[src/rtl/tsb_retry_sched.sv]
// tsb_retry_sched: holds NACKed tsb entries for an exponential backoff,
// then issues retry or free requests on the tsb retry port.
module tsb_retry_sched #(
  parameter int LOG_TSB_SIZE = 3,
  parameter int CNT_W = 16,
  parameter int MAX_SHIFT = 6
) (
  input  logic clk,
  input  logic rstn,
  input  logic [7:0] cfg_base_delay,
  input  logic nack_valid,
  input  logic [LOG_TSB_SIZE-1:0] nack_tsb_id,
  input  logic nack_tied,
  input  logic ack_valid,
  input  logic [LOG_TSB_SIZE-1:0] ack_tsb_id,
  input  logic abort_valid,
  input  logic [LOG_TSB_SIZE-1:0] abort_tsb_id,
  output logic retry_valid,
  input  logic retry_ready,
  output logic [LOG_TSB_SIZE-1:0] retry_tsb_id,
  output logic retry_abort,
  output logic retry_tied,
  output logic [LOG_TSB_SIZE:0] n_waiting,
  output logic empty,
  output logic proto_err
);
  localparam int N = 2**LOG_TSB_SIZE;
  localparam int L = LOG_TSB_SIZE;
  localparam int NW = LOG_TSB_SIZE + 1;

  typedef enum logic [1:0] {
    FLIGHT,
    WAIT,
    READY
  } st_t;

  st_t st [N];
  logic [2:0] att [N];
  logic [CNT_W-1:0] cnt [N];
  logic [N-1:0] tied_q, ab_q, pend;
  logic [L-1:0] last;

  logic [7:0] base;
  logic [31:0] d_full;
  logic [CNT_W-1:0] d_sat, cnt_load;
  logic [2:0] att_inc;
  logic [N-1:0] nk, ak, bk, held, rdy, cand;
  logic [L-1:0] pick, idx;
  logic pick_ok, load, hs;
  logic [NW-1:0] nw;

  assign base = (cfg_base_delay == 8'd0) ? 8'd1 : cfg_base_delay;
  assign d_full = 32'(base) << att[nack_tsb_id];
  assign d_sat = (|(d_full >> CNT_W)) ? '1 : d_full[CNT_W-1:0];
  assign cnt_load = d_sat - CNT_W'(1);
  assign att_inc = (att[nack_tsb_id] >= 3'(MAX_SHIFT)) ?
                   3'(MAX_SHIFT) : att[nack_tsb_id] + 3'd1;
  assign hs = retry_valid & retry_ready;
  assign load = ~retry_valid | retry_ready;
  assign empty = (n_waiting == '0) & ~retry_valid;

  always_comb begin
    nk = '0;
    ak = '0;
    bk = '0;
    held = '0;
    rdy = '0;
    nw = '0;
    for (int i = 0; i < N; i++) begin
      nk[i] = nack_valid && (nack_tsb_id == L'(i));
      ak[i] = ack_valid && (ack_tsb_id == L'(i)) && !nk[i];
      bk[i] = abort_valid && (abort_tsb_id == L'(i));
      held[i] = retry_valid && (retry_tsb_id == L'(i));
      rdy[i] = (st[i] == READY) && !held[i];
      if (st[i] != FLIGHT) nw = nw + NW'(1);
    end
  end

  // Abort-class entries win; round-robin starts after the last pick.
  always_comb begin
    cand = (|(rdy & ab_q)) ? (rdy & ab_q) : rdy;
    pick = '0;
    pick_ok = 1'b0;
    idx = '0;
    for (int k = 1; k <= N; k++) begin
      idx = last + L'(k);
      if (!pick_ok && cand[idx]) begin
        pick_ok = 1'b1;
        pick = idx;
      end
    end
  end

  always_ff @(posedge clk) begin
    if (!rstn) begin
      for (int i = 0; i < N; i++) begin
        st[i] <= FLIGHT;
        att[i] <= '0;
        cnt[i] <= '0;
      end
      tied_q <= '0;
      ab_q <= '0;
      pend <= '0;
      last <= L'(N - 1);
      retry_valid <= 1'b0;
      retry_tsb_id <= '0;
      retry_abort <= 1'b0;
      retry_tied <= 1'b0;
      n_waiting <= '0;
      proto_err <= 1'b0;
    end else begin
      n_waiting <= nw;
      if ((nack_valid && st[nack_tsb_id] != FLIGHT) ||
          (ack_valid && st[ack_tsb_id] != FLIGHT))
        proto_err <= 1'b1;
      for (int i = 0; i < N; i++) begin
        unique case (st[i])
          FLIGHT: begin
            if (nk[i]) begin
              cnt[i] <= cnt_load;
              att[i] <= att_inc;
              tied_q[i] <= nack_tied;
              if (pend[i] || bk[i]) begin
                st[i] <= READY;
                ab_q[i] <= 1'b1;
              end else begin
                st[i] <= WAIT;
              end
            end else begin
              if (ak[i]) begin
                att[i] <= '0;
                pend[i] <= 1'b0;
              end
              if (bk[i]) pend[i] <= 1'b1;
            end
          end
          WAIT: begin
            if (bk[i]) begin
              st[i] <= READY;
              ab_q[i] <= 1'b1;
            end else if (cnt[i] == '0) begin
              st[i] <= READY;
              ab_q[i] <= 1'b0;
            end else begin
              cnt[i] <= cnt[i] - CNT_W'(1);
            end
          end
          READY: begin
            if (held[i]) begin
              if (hs) begin
                st[i] <= FLIGHT;
                if (retry_abort) begin
                  att[i] <= '0;
                  pend[i] <= 1'b0;
                end else if (bk[i]) begin
                  pend[i] <= 1'b1;
                end
              end else if (bk[i]) begin
                pend[i] <= 1'b1;
              end
            end else if (bk[i]) begin
              ab_q[i] <= 1'b1;
              // Loaded behind a live request: abort waits for the next NACK.
              if (load && pick_ok && pick == L'(i) && retry_valid)
                pend[i] <= 1'b1;
            end
          end
          default: st[i] <= FLIGHT;
        endcase
      end
      if (load) begin
        if (pick_ok) begin
          retry_valid <= 1'b1;
          retry_tsb_id <= pick;
          retry_abort <= ab_q[pick] | (bk[pick] & ~retry_valid);
          retry_tied <= tied_q[pick];
          last <= pick;
        end else begin
          retry_valid <= 1'b0;
        end
      end
    end
  end
endmodule

[config.mk]
export PLATFORM = sky130hd
export DESIGN_NAME = tsb_retry_sched
export DESIGN_NICKNAME = d
export VERILOG_FILES = /design/src/rtl/tsb_retry_sched.sv
export SDC_FILE = /design/constraint.sdc
export NUM_CORES = 1
export LEC_CHECK = 0
export ABC_AREA = 1
export CAP_MARGIN = 20
export CORE_AREA = 5 5 176 178
export DETAILED_ROUTE_END_ITERATION = 12
export DIE_AREA = 0 0 181 183
export GPL_ROUTABILITY_DRIVEN = 0
export PLACE_DENSITY_LB_ADDON = 0.05
export SLEW_MARGIN = 20
export SYNTH_ARGS = -nofsm -noshare
export SYNTH_HDL_FRONTEND = slang
export SYNTH_SLANG_ARGS = --single-unit
[constraint.sdc]
create_clock -name clk -period 5.55 [get_ports clk]
set_clock_uncertainty 0.2 [all_clocks]
set_input_delay 0.8325 -clock clk [delete_from_list [all_inputs] [get_ports clk]]
set_output_delay 0.8325 -clock clk [all_outputs]
set_load 0.02 [all_outputs]
# After elaboration in Yosys (flattened, before gate mapping)
# Memory sizes are Yosys's and may differ from the RTL's.
# Index checks and enable logic that the tools add are counted.
[op_classes]
n_addsub = 24
order_cmp = 10
n_eq_ne = 123
n_shift = 1
muxes = 631
n_bitwise = 95
reduce_logical = 190
[op_table]
columns = ["cell", "n"]
rows = [
  ["$mux W1", 497],
  ["$mux W16", 17],
  ["$sub A16 B1 Y16 const B", 9],
  ["$logic_not A16 Y1", 8],
  ["$mux W3", 33],
  ["$mux W2", 49],
  ["$or A1 B1 Y1", 90],
  ["$ne A2 B2 Y1 const B", 40],
  ["$logic_and A1 B1 Y1", 74],
  ["$ne A3 B3 Y1 const B", 24],
  ["$eq A3 B3 Y1 const B", 20],
  ["$reduce_and A6 Y1", 8],
  ["$reduce_and A5 Y1", 8],
  ["$lt A3 B4 Y1 const B", 9],
  ["$reduce_bool A2 Y1", 18],
  ["$bmux W1 S3", 11],
  ["$shl A8 B3 Y32", 1],
  ["$eq A3 B2 Y1 const B", 10],
  ["$add A4 B1 Y4 const B", 6],
  ["$mux W4", 6],
  ["$ne A3 B2 Y1 const B", 8],
  ["$pmux W1 S3", 8],
  ["$reduce_bool A3 Y1", 8],
  ["$reduce_or A3 Y1", 8],
  ["other kinds (22)", 104],
]
[word_totals]
regBits = 38
ram_bits = 168
out_inout_bits = 12
memories = 3
[mem_list]
columns = ["memory", "depth", "width", "read_ports", "rd_ports_with_merged_regs", "wr", "line", "source"]
rows = [
  ["cnt", 8, 16, 8, 0, 8, "39", "logic [CNT_W-1:0] cnt [N];"],
  ["att", 8, 3, 1, 0, 8, "38", "logic [2:0] att [N];"],
  ["st", 8, 2, 10, 0, 8, "37", "st_t st [N];"],
]

# Depth between registers and ports, before layout
[logic_depth]
ltp_word = 38
ltp_mapped = 28
depth_no_buf = 27

# Least setup slack after synthesis
# No wires, ideal clock.
[synth_path]
kind = "register to register"
start = "memory st[1][0] (netlist name)"
end = "register n_waiting[2]"
setup_ps = 78
arrival_time_ps = 3667
required_time_ps = 5272
setup_slack_ps = 1605
stages_incl_launch_ff = 21
path_cell_list = "edfxtp_1 nor2_1 inv_1 ha_1 xnor2_1 ha_1 nand2_1 nand2_1 ha_1 inv_1 o21ai_0 ha_1 nand2_1 o21ai_0 ha_1 inv_1 o21ai_0 ha_1 inv_1 o21a_1 nor3_1"
[synth_lines]
columns = ["element", "line", "source"]
rows = [
  ["start, declared", "37", ""],
  ["end signal, assigned", "112", "n_waiting <= nw;"],
  ["end, declared", "23", "output logic [LOG_TSB_SIZE:0] n_waiting,"],
]

==> results.txt <==
The combined global-route utilization of all metal layers is between 20% and 30%. The buffer cell driving the clock tree root is clkbuf_16. Counting instances in the post-synthesis netlist gives the leading cell types as nand2_1, inv_1, nor2_1. The count of placed standard cells in the final layout, fillers left out came out at roughly 2500. The met3 track demand over resource is approximately 4.8%. The number of register bits inferred by synthesis came out at a little over 200.

The worst slew margin relative to its limit is 39.1%. STA classifies the critical path startpoint as a flip-flop. In this run the tool buffered the top-level ports with 35 buffer cells. Along the worst path, the maximum fanout reaches 5. After routing the design area is between 15000 and 20000 um^2. For this run, design rule violations remaining after detail routing come to 0. The ratio of cells with drive above 1 in the final layout came out at between 6 and 7%. The sum of negative setup slack came out at 0 ns.

The critical path arrival is a little under 5 ns. The global route total overflow came out at 0. Summing over every cut layer, the via total after detailed routing is around 14000. The number of ports placed on the die boundary came out at 36. The number of rows in the core area is between 60 and 70. The data required time at the worst endpoint came out at roughly 5.8 ns. In this run the static leakage power is 6.96 nW. Traced cell by cell, the critical path runs through nor2_1 > inv_1 > ha_1 > xnor2_1 > ha_1 > nand2_1 > nand2_1 > ha_1 > inv_1 > o21ai_0 > ha_1 > nand2_1 > o21ai_0 > ha_1 > inv_1 > o21ai_0 > ha_1 > inv_1 > o21a_1 > nor3_1.

Fill cells in the final layout number approximately 2800. The number of global-route vias before repair came out at approximately 13000. For this run, the detailed router's first-pass iteration total came to 7. The source-to-sink clock delay at the later pin of the worst-skew pair is roughly 0.55 ns.

The slowest stage cell on the critical path is edfxtp_1. The antenna diode count is 0. For this run, the slowest stage of the critical path takes roughly 0.44 ns. The average instance area after synthesis came out at just over 7 um^2.

By instance count, the leading cell after synthesis is nand2_1. The power density normalized to cell area came out at a little under 400 nW/um^2. The first-iteration detailed-routing DRC count came out at 1380. The part of the Yosys area used for sequential elements is approximately two fifths. The met1 global-route usage is between 30 and 40%.

The horizontal die dimension is around 180 um. The total number of yosys warnings came out at 0. The hold violation count in the final report came out at 0. The first-pass GRT wire length came out at between 70000 and 80000 um. The CTS sink count came out at 206. The number of cells in the design after placement came out at roughly 2400. In the post-synthesis netlist, the biggest area contributors are edfxtp_1, nand2_1, inv_1. The number of distinct library cell variants in the gate-level netlist after synthesis is around 60.

Registers take 5810 um^2. TritonCTS built the clock tree. The area growth from synthesis to final layout came out at 10.6%. The worst hold slack across all endpoints is roughly 0.27 ns. The synthesized net count is 2065. The cell occurring most often along the worst timing path is ha_1. The post-route antenna net violation count came out at 0. The global routing stage identified its most utilized layer as met2.

The area after detailed placement is ~15000 um^2. The post-route total power is roughly 6.3 mW. CTS built an H-tree with a depth of 1.

Derived from the worst setup path, the maximum achievable clock frequency is 216 MHz. The final clock period utilization by the worst path is about 83%. The critical path is of the reg -> reg type.

The tightest min-delay check is of the reg -> reg type. Dividing the detail-routed wire length by the instance count gives ~18 um. After clock tree synthesis, the clock-pin slew on the worst setup and hold paths is roughly 0.060 ns. The global-route track usage on met2 is 40.4%. The synthesized design spends more area on one cell type than any other, namely edfxtp_1. The number of resized instances in the post-cts repair step is 0.

The mapped netlist covers ~15000 um^2. The time the final worst path needs with I/O delays and setup is about 4.6 ns. The area of the die is 33100 um^2. The initial standard-cell utilization of the core came out at roughly half.

The maximum clock path buffer count came out at 3. The total count of max-transition violations in the final report is 0. The share of the synthesized area in the top cell type is between 30% and 40%. The area of the multi-input gates came out at 7450 um^2. The number of vias per cell after detailed routing is ~5.7.

Setup repair after global routing left no endpoint under its margin. The worst supply voltage drop on vdd came out at 0.241 mV. The sum of net half-perimeters after detailed placement came out at 33200 um. The number of antenna violations at the first check in global routing came to 0. Synthesis produced a netlist whose cell count is 2013. For this run, the post-layout net count is between 2000 and 2500. The async set-or-reset flop fraction in the synthesized netlist is 0%. The number of enable flip-flop cells after synthesis came out at ~170. The maximum number of pins on one net before global-route repair came out at 49. The quantity of hold-fixing buffers added after cts came out at 0. The height of the chip came out at 183 um. The post-CTS setup repair buffer count came out at 0.

The max-cap violation count is 0. In the synthesized netlist the dominant register cell turns out to be edfxtp_1. The sort of element at the end of the critical path is a flip-flop. The placeable core region is between 20000 and 30000 um^2. The transition time of the tightest slew-check pin is between 0.9 and 1 ns.

The total CTS buffers came out at 25. The run finished with clean final reports. Setup violations remaining at the end of the flow were counted as 0. The overall routed net length came out at ~45000 um.
==> stage by stage <==
stage | setup WS, ns | utilization, %
4_1_cts | 0.955 | 55.4
2_1_floorplan | 1.61 | -
3_5_place_dp | 0.636 | 52.8
3_3_place_gp | 0.775 | 52.8
5_1_grt | 0.615 | 55.4
6_report | 0.924 | 55.4
==> registers in the layout, indices dropped and copies added (netlist names), 4 cells and up <==
| name | flops |
|---|---|
| cnt | 128 |
| att | 24 |
| st | 16 |
| ab_q | 8 |
| pend | 8 |
| tied_q | 8 |
| n_waiting | 4 |
==> worst max-delay path, delay by kind of cell (launching register included) <==
kind | cells | cell delay, ns
DFF | 1 | 0.44
xor gates and xnor gates | 1 | 0.27
AOI/OAI and AO/OA | 4 | 0.80
buffers and inverters | 4 | 0.32
adders and majority gates | 6 | 1.71
and+or+nand+nor | 5 | 0.79
==> layer usage <==
layer / share of wire, % / vias up
li1: - / 6846
met1: 45 / 6607
met2: 43 / 530
met3: 8.2 / 119
met4: 3.8 / 0
met5: 0 / -
==> report_power, final <==
group / switching (mW) / total (mW) / leakage, nW / internal, mW
combinational: 1.92 / 2.75 / 4.51 / 0.824
sequential: 0.167 / 2.02 / 2.08 / 1.85
clock: 0.682 / 1.55 / 0.369 / 0.873
==> cell usage in the layout, fill, tap and decap left out, drive strengths merged, types with 34 or more instances in the layout <==
cell type	count
o21ai	169
nor3	63
nor2	308
dfxtp	38
a21oi	63
xor2	37
xnor2	39
clkdlybuf4s50	34
nand3	156
o22ai	47
inv	320
edfxtp	168
nand2	392
==> area by class of cell <==
type | instances | share of cell area [%]
multi-input combinational | 1442 | 46.0
clock buffer | 28 | 3.93
sequential | 206 | 35.9
clock inverter | 18 | 0.757
inverter | 325 | 7.53
tap | 390 | 3.01
timing repair buffer | 52 | 2.92
==> worst paths after layout <==
kind / from / end / slack, ns / cells past startpoint
worst min register to register: pend[2]$_SDFFE_PN0P_ / pend[2]$_SDFFE_PN0P_ / 0.27 / 2
worst max register to register: st[0][1]$_SDFFCE_PP0P_ / n_waiting[2]$_SDFF_PN0_ / 0.92 / 20
worst min-delay path: pend[2]$_SDFFE_PN0P_ / pend[2]$_SDFFE_PN0P_ / 0.27 / 2
worst max-delay path: st[0][1]$_SDFFCE_PP0P_ / n_waiting[2]$_SDFF_PN0_ / 0.92 / 20
==> cell families after synthesis <==
| logic type | synth area share, % |
|---|---|
| fa+ha+maj | 2.39 |
| mux | 0.0684 |
| flops | 39.6 |
| buf+inv | 9.50 |
| simple gates | 28.9 |
| xor+xnor | 4.65 |
| compound gates | 14.8 |
Power figures use the tool's default switching activity.
